==> config.mk <==
export PLATFORM = sky130hd
export DESIGN_NAME = core_ctrl
export DESIGN_NICKNAME = d
export VERILOG_FILES = /design/src/rtl/core_pkg.sv /design/src/rtl/instr_decode.sv /design/src/rtl/core_ctrl.sv
export SDC_FILE = /design/constraint.sdc
export NUM_CORES = 1
export LEC_CHECK = 0
export BUFFER_PORTS_ARGS = -buffer_cell sky130_fd_sc_hd__buf_2
export CAP_MARGIN = 20
export CORE_MARGIN = 10
export CORE_UTILIZATION = 45
export CTS_BUF_LIST = sky130_fd_sc_hd__clkbuf_16
export DETAILED_ROUTE_END_ITERATION = 16
export PLACE_DENSITY = 0.82
export SYNTH_ARGS = -nofsm -noshare
export SYNTH_HDL_FRONTEND = slang
export SYNTH_SLANG_ARGS = --single-unit
export TNS_END_PERCENT = 20
==> constraint.sdc <==
create_clock -name clk -period 2.9 [get_ports clk]
set_input_delay 0.29 -clock clk [delete_from_list [all_inputs] [get_ports clk]]
set_output_delay 0.29 -clock clk [all_outputs]
set_load 0.02 [all_outputs]
==> src/rtl/core_pkg.sv <==
// Shared types for the 8-bit core: ALU op codes, instruction opcodes,
// control-sequencer states and instruction field positions.
`default_nettype none

package core_pkg;

  localparam int INSTR_W = 9;
  localparam int OPC_MSB = 8;
  localparam int OPC_LSB = 5;
  localparam int RA_MSB  = 4;
  localparam int RA_LSB  = 3;
  localparam int RB_MSB  = 2;
  localparam int RB_LSB  = 1;
  localparam int IMM_MSB = 2;
  localparam int IMM_LSB = 0;
  localparam int OPC_W   = OPC_MSB - OPC_LSB + 1;

  typedef enum logic [3:0] {
    ALU_AND = 4'd0,
    ALU_SLT = 4'd1,
    ALU_OR  = 4'd2,
    ALU_NOT = 4'd3,
    ALU_ADD = 4'd4,
    ALU_SUB = 4'd5,
    ALU_LW  = 4'd6,
    ALU_BEQ = 4'd7,
    ALU_SRL = 4'd8,
    ALU_SRA = 4'd9,
    ALU_SLL = 4'd10
  } alu_op_e;

  typedef enum logic [3:0] {
    OP_AND      = 4'd0,
    OP_SLT      = 4'd1,
    OP_OR       = 4'd2,
    OP_NOT      = 4'd3,
    OP_ADD      = 4'd4,
    OP_SUB      = 4'd5,
    OP_LW       = 4'd6,
    OP_BEQ      = 4'd7,
    OP_SRL      = 4'd8,
    OP_SRA      = 4'd9,
    OP_SLL      = 4'd10,
    OP_SW       = 4'd11,
    OP_LI       = 4'd12,
    OP_NOP      = 4'd13,
    OP_HALT     = 4'd14,
    OP_HALT_ALT = 4'd15
  } opcode_e;

  typedef enum logic [2:0] {
    ST_IDLE   = 3'd0,
    ST_FETCH  = 3'd1,
    ST_DECODE = 3'd2,
    ST_EXEC   = 3'd3,
    ST_MEM    = 3'd4,
    ST_WB     = 3'd5,
    ST_HALT   = 3'd6
  } ctrl_state_e;

endpackage

`default_nettype wire

==> src/rtl/instr_decode.sv <==
// Combinational opcode decoder: ALU command plus the control flags that
// steer the sequencer in core_ctrl.
`default_nettype none

module instr_decode
  import core_pkg::*;
(
  input  logic [OPC_W-1:0] opcode_i,
  output alu_op_e          alu_op_o,
  output logic             writes_rf_o,
  output logic             is_mem_o,
  output logic             is_store_o,
  output logic             is_branch_o,
  output logic             is_halt_o,
  output logic             use_imm_o
);

  always_comb begin
    alu_op_o    = ALU_AND;
    writes_rf_o = 1'b0;
    is_mem_o    = 1'b0;
    is_store_o  = 1'b0;
    is_branch_o = 1'b0;
    is_halt_o   = 1'b0;
    use_imm_o   = 1'b0;
    case (opcode_i)
      OP_AND, OP_SLT, OP_OR, OP_NOT, OP_ADD, OP_SUB,
      OP_SRL, OP_SRA, OP_SLL: begin
        alu_op_o    = alu_op_e'(opcode_i);
        writes_rf_o = 1'b1;
      end
      OP_LW: begin
        alu_op_o    = ALU_LW;
        writes_rf_o = 1'b1;
        is_mem_o    = 1'b1;
      end
      OP_BEQ: begin
        alu_op_o    = ALU_BEQ;
        is_branch_o = 1'b1;
      end
      // Stores form their address exactly like loads.
      OP_SW: begin
        alu_op_o   = ALU_LW;
        is_mem_o   = 1'b1;
        is_store_o = 1'b1;
      end
      OP_LI: begin
        writes_rf_o = 1'b1;
        use_imm_o   = 1'b1;
      end
      OP_NOP: begin
      end
      default: is_halt_o = 1'b1;
    endcase
  end

endmodule

`default_nettype wire

==> src/rtl/core_ctrl.sv <==
// Multi-cycle control sequencer: fetch, decode, execute on the external ALU,
// data-memory access and register write-back for the 9-bit instruction set.
`default_nettype none

module core_ctrl
  import core_pkg::*;
#(
  parameter int REG_WIDTH = 8,
  parameter int OP_WIDTH  = 4
) (
  input  logic                 clk,
  input  logic                 rst_n,
  input  logic                 start_i,
  output logic                 imem_req_o,
  output logic [REG_WIDTH-1:0] imem_addr_o,
  input  logic                 imem_valid_i,
  input  logic [INSTR_W-1:0]   imem_data_i,
  output logic [1:0]           rf_ra_sel_o,
  output logic [1:0]           rf_rb_sel_o,
  input  logic [REG_WIDTH-1:0] rf_ra_data_i,
  input  logic [REG_WIDTH-1:0] rf_rb_data_i,
  output logic                 rf_we_o,
  output logic [1:0]           rf_wsel_o,
  output logic [REG_WIDTH-1:0] rf_wdata_o,
  output logic [OP_WIDTH-1:0]  alu_op_o,
  output logic [REG_WIDTH-1:0] alu_a_o,
  output logic [REG_WIDTH-1:0] alu_b_o,
  input  logic [REG_WIDTH-1:0] alu_res_i,
  input  logic                 alu_jump_i,
  output logic                 dmem_req_o,
  output logic                 dmem_we_o,
  output logic [REG_WIDTH-1:0] dmem_addr_o,
  output logic [REG_WIDTH-1:0] dmem_wdata_o,
  input  logic                 dmem_valid_i,
  input  logic [REG_WIDTH-1:0] dmem_rdata_i,
  output logic [REG_WIDTH-1:0] pc_o,
  output logic                 halted_o
);

  ctrl_state_e          state_q, state_d;
  logic [REG_WIDTH-1:0] pc_q, pc_d;
  logic [INSTR_W-1:0]   ir_q, ir_d;
  logic [REG_WIDTH-1:0] opa_q, opa_d;
  logic [REG_WIDTH-1:0] opb_q, opb_d;
  logic [REG_WIDTH-1:0] res_q, res_d;

  alu_op_e    dec_alu_op;
  logic       dec_writes_rf;
  logic       dec_is_mem;
  logic       dec_is_store;
  logic       dec_is_branch;
  logic       dec_is_halt;
  logic       dec_use_imm;
  logic       alu_used;
  logic [1:0] fld_ra;
  logic [1:0] fld_rb;
  logic [REG_WIDTH-1:0] pc_inc;

  instr_decode u_decode (
    .opcode_i    (ir_q[OPC_MSB:OPC_LSB]),
    .alu_op_o    (dec_alu_op),
    .writes_rf_o (dec_writes_rf),
    .is_mem_o    (dec_is_mem),
    .is_store_o  (dec_is_store),
    .is_branch_o (dec_is_branch),
    .is_halt_o   (dec_is_halt),
    .use_imm_o   (dec_use_imm)
  );

  assign fld_ra   = ir_q[RA_MSB:RA_LSB];
  assign fld_rb   = ir_q[RB_MSB:RB_LSB];
  assign pc_inc   = pc_q + REG_WIDTH'(1);
  assign alu_used = (dec_writes_rf & ~dec_use_imm) | dec_is_mem | dec_is_branch;
  assign pc_o     = pc_q;
  assign halted_o = (state_q == ST_HALT);

  always_ff @(posedge clk or negedge rst_n) begin
    if (!rst_n) begin
      state_q <= ST_IDLE;
      pc_q    <= '0;
      ir_q    <= '0;
      opa_q   <= '0;
      opb_q   <= '0;
      res_q   <= '0;
    end else begin
      state_q <= state_d;
      pc_q    <= pc_d;
      ir_q    <= ir_d;
      opa_q   <= opa_d;
      opb_q   <= opb_d;
      res_q   <= res_d;
    end
  end

  always_comb begin
    state_d      = state_q;
    pc_d         = pc_q;
    ir_d         = ir_q;
    opa_d        = opa_q;
    opb_d        = opb_q;
    res_d        = res_q;
    imem_req_o   = 1'b0;
    imem_addr_o  = '0;
    rf_ra_sel_o  = 2'd0;
    rf_rb_sel_o  = 2'd0;
    rf_we_o      = 1'b0;
    rf_wsel_o    = 2'd0;
    rf_wdata_o   = '0;
    alu_op_o     = '0;
    alu_a_o      = '0;
    alu_b_o      = '0;
    dmem_req_o   = 1'b0;
    dmem_we_o    = 1'b0;
    dmem_addr_o  = '0;
    dmem_wdata_o = '0;

    case (state_q)
      ST_IDLE: begin
        if (start_i) begin
          pc_d    = '0;
          state_d = ST_FETCH;
        end
      end

      ST_FETCH: begin
        imem_req_o  = 1'b1;
        imem_addr_o = pc_q;
        if (imem_valid_i) begin
          ir_d    = imem_data_i;
          state_d = ST_DECODE;
        end
      end

      ST_DECODE: begin
        // Memory ops take the address from rb and store data from ra,
        // so the read ports swap roles to keep the address on alu_a.
        if (dec_is_mem) begin
          rf_ra_sel_o = fld_rb;
          rf_rb_sel_o = fld_ra;
        end else begin
          rf_ra_sel_o = fld_ra;
          rf_rb_sel_o = fld_rb;
        end
        opa_d   = rf_ra_data_i;
        opb_d   = rf_rb_data_i;
        state_d = dec_is_halt ? ST_HALT : ST_EXEC;
      end

      ST_EXEC: begin
        if (alu_used) begin
          alu_op_o = OP_WIDTH'(dec_alu_op);
          alu_a_o  = opa_q;
          alu_b_o  = opb_q;
        end
        // The read port is idle here, so it fetches the branch target R3.
        if (dec_is_branch) begin
          rf_ra_sel_o = 2'd3;
        end
        res_d = dec_use_imm ? REG_WIDTH'(ir_q[IMM_MSB:IMM_LSB]) : alu_res_i;
        if (dec_is_mem) begin
          state_d = ST_MEM;
        end else if (dec_writes_rf) begin
          state_d = ST_WB;
        end else begin
          state_d = ST_FETCH;
          pc_d    = (dec_is_branch && alu_jump_i) ? rf_ra_data_i : pc_inc;
        end
      end

      ST_MEM: begin
        dmem_req_o   = 1'b1;
        dmem_addr_o  = res_q;
        dmem_we_o    = dec_is_store;
        dmem_wdata_o = dec_is_store ? opb_q : '0;
        if (dmem_valid_i) begin
          if (dec_is_store) begin
            pc_d    = pc_inc;
            state_d = ST_FETCH;
          end else begin
            res_d   = dmem_rdata_i;
            state_d = ST_WB;
          end
        end
      end

      ST_WB: begin
        rf_we_o    = 1'b1;
        rf_wsel_o  = fld_ra;
        rf_wdata_o = res_q;
        pc_d       = pc_inc;
        state_d    = ST_FETCH;
      end

      ST_HALT: begin
      end

      default: state_d = ST_IDLE;
    endcase
  end

endmodule

`default_nettype wire

# [Word-level counts from Yosys, hierarchy flattened]
# Index checks and enable logic that the tools add are counted.
[op_classes] add_sub_neg=1 eq_ne=26 n_mux=46 bitwise=5 reduce_logical=13
[op_table] operator="two-way mux 8 bit" count=18
[op_table] operator="one-hot mux 8 bit (4 select lines)" count=1
[op_table] operator="equality test 4 bit, second input constant" count=6
[op_table] operator="two-way mux 3 bit" count=7
[op_table] operator="one-hot mux 3 bit (7 select lines)" count=1
[op_table] operator="equality test 4 x 3 -> 1 bit, second input constant" count=4
[op_table] operator="one-hot mux 8 bit (2 select lines)" count=1
[op_table] operator="inequality test 2 bit, second input constant" count=7
[op_table] operator="OR reduction 14 bit" count=1
[op_table] operator="one-hot mux 4 bit (3 select lines)" count=1
[op_table] operator="OR reduction 11 bit" count=1
[op_table] operator="two-way mux 2 bit" count=5
[op_table] operator="equality test 3 bit, second input constant" count=3
[op_table] operator="two-way mux 1 bit" count=9
[op_table] operator="OR reduction 9 bit" count=1
[op_table] operator="adder 8 x 1 -> 8 bit, second input constant" count=1
[op_table] operator="equality test 4 x 2 -> 1 bit, second input constant" count=2
[op_table] operator="two-way mux 4 bit" count=2
[op_table] operator="equality test 3 x 2 -> 1 bit, second input constant" count=2
[op_table] operator="AND reduction 6 bit" count=1
[op_table] operator="equality test 4 x 1 -> 1 bit, second input constant" count=1
[op_table] operator="logical NOT 4 bit" count=1
[op_table] operator="one-hot mux 2 bit (2 select lines)" count=1
[op_table] operator="AND reduction 4 bit" count=1
[op_table] operator="other kinds (11)" count=13
[word_totals] regBits=44 input_bits=47 out_inout_bits=71

# [Logic depth before layout (Yosys ltp)]
[logic_depth] ltp_word=8 mapped_depth=10 ltp_nobuf=7

# [Cells and area by module]
# A second synthesis with hierarchy kept.
[hier_totals] cells_unflattened=322 hier_area_um2=2772.7
[by_module_without_submodules] mod="core_ctrl" n_inst=1 cells_each=303 area_per_inst_um2=2661.3
[by_module_without_submodules] mod="instr_decode" n_inst=1 cells_each=19 area_per_inst_um2=111.4

# [Worst setup path after synthesis]
# OpenSTA, ideal clock, no wires.
[synth_timing] path_kind="register to output" start="reg state_q[2]" end="out alu_op_o[3]" arrival_time_ns=1.747 required_time_ns=2.610 path_slack_ns=0.863 stages_incl_launch_ff=4 cell_sequence="dfrtp_1 > buf_6 > nand3b_1 > a2111oi_0"
[synth_via] elab_chain_len=2
[synth_lines] item="start, declared" line_no="core_ctrl.sv:40" source="ctrl_state_e state_q, state_d;"
[synth_lines] item="start signal, assigned" line_no="core_ctrl.sv:86" source="state_q <= state_d;"
[synth_lines] item="equality test 3 x 2 -> 1 bit" line_no="core_ctrl.sv:117" source="case (state_q)"
[synth_lines] item="two-way mux 4 bit" line_no="core_ctrl.sv:117"
[synth_lines] item="end, declared" line_no="core_ctrl.sv:25" source="output logic [OP_WIDTH-1:0] alu_op_o,"
# Every way passes these cells.

# [Final worst setup path]
[layout_timing] start="reg state_q[2]" end="reg res_q[2]"
[layout_via] elab_chain_len=3 elab_cells_between_ends=7 cone_classes="eq/ne: 4; mux: 1; reduce/logical: 2"
[layout_lines] item="equality test 3 bit or equality test 3 x 2 -> 1 bit (tied branches)" line_no="core_ctrl.sv:117"
[layout_lines] item="inequality test 2 bit (no line) or nonzero test 2 bit (tied branches)"
[layout_lines] item="AND reduction 3 bit (no line)"
[layout_lines] item="end signal, assigned" line_no="core_ctrl.sv:91" source="res_q <= res_d;"
[layout_lines] item="end, declared" line_no="core_ctrl.sv:45" source="logic [REG_WIDTH-1:0] res_q, res_d;"
# Parallel ways exist; a longest one is shown, timed or not.
# A chain may end at the register's enable or synchronous reset.

==> impl_metrics.env <==
export IMPL_io_buffer_count=117
export IMPL_grt_max_degree=45
export IMPL_root_buffer="clkbuf_16"
export IMPL_synth_edf_count=0
export IMPL_path_cells="nor2b_4, nand2b_4, inv_2, nand2_1, a2bb2oi_2, mux2_2"
export IMPL_start_util=0.4624
export IMPL_die_area_sq_mm=0.009558
export IMPL_rsz0062_at_grt="no"
export IMPL_placed_cell_area_sq_mm=0.003287
export IMPL_cp_start_kind="flip-flop"
export IMPL_syn_area_per_cell_sq_um=8.694
export IMPL_finClkSkew_ns=0.005961
export IMPL_gp_congestion=0.8738
export IMPL_yosys_cell_types_count=49
export IMPL_grt_pass1_vias=2696
export IMPL_finalCritPeriodShare=0.8516
export IMPL_dp_cells=485
export IMPL_fin_cells=495
export IMPL_grt_usage=0.1655
export IMPL_yosys_area_share_adder=0.008276
export IMPL_hpwl_mm=6.316
export IMPL_antenna_cells=0
export IMPL_wl_mm=8.241
export IMPL_cp_slowest_cell="dfrtp_1"
export IMPL_critPathTopFamily="simple AND/OR/NAND/NOR gates"
export IMPL_slew_violations=0
export IMPL_cp_max_fo=23
export IMPL_yosysTopAreaCellShare=0.4046
export IMPL_finalSetupTns_ns=0
export IMPL_ir_drop_v=0.0004958
export IMPL_worst_path_buf_inv=1
export IMPL_relSlewSlack=0.6057
export IMPL_layout_drive_gt1_share=0.3571
export IMPL_synth_top_family_by_area="simple AND/OR/NAND/NOR gates"
export IMPL_cp_end_kind="flip-flop"
export IMPL_finalSetupViolations=0
export IMPL_cts_sink_count=44
export IMPL_cts_buffers=5
export IMPL_core_area_sq_mm=0.005886
export IMPL_synth_seq_cells=44
export IMPL_cts_setup_buffers=0
export IMPL_layout_min_cycle_time_ns=2.469
export IMPL_synthMuxAreaShare=0.07126
export IMPL_cp_required_ns=3.07
export IMPL_yosys_area_share_simple=0.3080
export IMPL_synth_xor_area_share=0
export IMPL_cpPeakStageDelay_ns=0.49
export IMPL_status="complete, no violations"
export IMPL_p_per_area_mw_per_mm2=995.0
export IMPL_synthTopCellsByArea="dfrtp_1 40%, nand2_1 9.1%, and3_1 6.9%, and2_1 5.1%, mux2_2 4.6%"
export IMPL_synthesis_area_sq_mm=0.002721
export IMPL_drc=0
export IMPL_postRouteAntennaNets=0
export IMPL_setup_slack_ns=0.4305
export IMPL_leakage_nw=1.953
export IMPL_dr_total_vias=2631
export IMPL_num_io_pins=118
export IMPL_die_w_um=97.77
export IMPL_ys_warn_count=0
export IMPL_synth_seq_area_share=0.4046
export IMPL_antenna_found_initial=0
export IMPL_hold_viol=0
export IMPL_tightest_slew_ns=0.5896
export IMPL_synth_fp_nets=361
export IMPL_wl_per_cell_um=16.65
export IMPL_synth_compound_area_frac=0.1453
export IMPL_synth_main_ff_cell="dfrtp_1"
export IMPL_criticalPathCategory="flip-flop to flip-flop"
export IMPL_initialDrtViolationCount=119
export IMPL_htree_levels=2
export IMPL_worstPathArrival_ns=2.64
export IMPL_clkLatencyLatePin_ns=0.29
export IMPL_die_h_um=97.77
export IMPL_final_area_sq_mm=0.003481
export IMPL_clkTransAtPathRegs_ns=0.06
export IMPL_grt_pass1_wl_mm=13.23
export IMPL_dp_slack_ns=0.4597
export IMPL_cts_tree="built"
export IMPL_whs_ns=0.1968
export IMPL_cts_max_path_buffers=2
export IMPL_final_util=0.5914
export IMPL_via_per_inst=5.315
export IMPL_min_path_type="input pin to flip-flop"
export IMPL_overflow=0
export IMPL_final_nets=467
export IMPL_cap_violations=0
export IMPL_syn_to_final_growth_pct=27.91
export IMPL_fmax_mhz=404.9
export IMPL_power_mw=3.463
export IMPL_synth_top_area_cell="dfrtp_1"
export IMPL_dr_pass1_iters=4
export IMPL_num_rows=28
export IMPL_syn_instance_count=313
export IMPL_async_flop_share=1.000
## synth_stat cells (all sizes together) (2+ instances only)
master,number
nand2,67
dfrtp,44
and3,30
and2,22
nor2,22
buf,14
o21ai,13
a21oi,12
mux2,11
clkbuf,9
inv,9
mux2i,7
a22oi,6
a22o,5
nand2b,5
a211oi,4
a32o,4
nand3,3
nor2b,3
nor3b,2
o31ai,2
or2,2
## repair_timing
action | CTS | global route
resized for setup | 0 | 0
hold buffers | 0 | 1
setup endpoints to repair | 0 | 0
hold endpoints to repair | 0 | 3
## worst register-to-register path, cell delays in order, from the launching register on
cell,delay (ns)
dfrtp_1,0.49
nor2b_4,0.42
nand2b_4,0.12
inv_2,0.28
nand2_1,0.17
a2bb2oi_2,0.47
mux2_2,0.40
## cell families after synthesis
family | after synthesis
AOI/OAI and AO/OA | 54
and+or+nand+nor | 163
adders and majority gates | 2
buffers and inverters | 32
muxes | 18
DFF | 44
## area by class of cell
type	instances	area, sq um
clock inverter	3	38.79
sequential	44	1101
timing repair buffer	122	638.1
fill	531	2405
clock buffer	5	125.1
inverter	9	33.78
tap	75	93.84
multi-input combinational	237	1450
## final timing paths
check | start | to | slack [ns] | depth (start not counted)
worst max-delay path | state_q[2]$_DFFE_PN0P_ | res_q[2]$_DFFE_PN0P_ | 0.43 | 6
worst min-delay path | rf_rb_data_i[1] | opb_q[1]$_DFFE_PN0P_ | 0.20 | 3
worst max register to register | state_q[2]$_DFFE_PN0P_ | res_q[2]$_DFFE_PN0P_ | 0.43 | 6
worst min register to register | opa_q[7]$_DFFE_PN0P_ | opa_q[7]$_DFFE_PN0P_ | 0.47 | 2
max in group asynchronous | rst_n | ir_q[8]$_DFFE_PN0P_ | 2.13 | 3
min in group asynchronous | rst_n | res_q[5]$_DFFE_PN0P_ | 0.35 | 2
## state kept, by name, summed over array words and instances (netlist names)
| signal | flops |
|---|---|
| state_q | 3 |
| opb_q | 8 |
| ir_q | 9 |
| pc_o | 8 |
| opa_q | 8 |
| res_q | 8 |
## where the power goes
group / switching (mW) / total (mW) / internal [mW]
clock: 0.223 / 0.625 / 0.401
sequential: 0.290 / 1.18 / 0.890
combinational: 1.01 / 1.66 / 0.650
## cells in the final DEF (no fill, tap or decap), drive strengths merged, types with 10 or more instances in the layout
cell and n:
dfrtp 44, and3 30, nand2 67, inv 10
o21ai 13, mux2 11, and2 22, buf 121
a21oi 12, nor2 22
## layer usage
metal	vias to the layer above	part of all wire	track usage
met2	123	0.45	0.2637
met4	0	0.023	0.06264
met3	18	0.098	0.06765
li1	1285	-	-
met5	-	0	0
met1	1205	0.43	0.1955
Power figures use the tool's default switching activity.
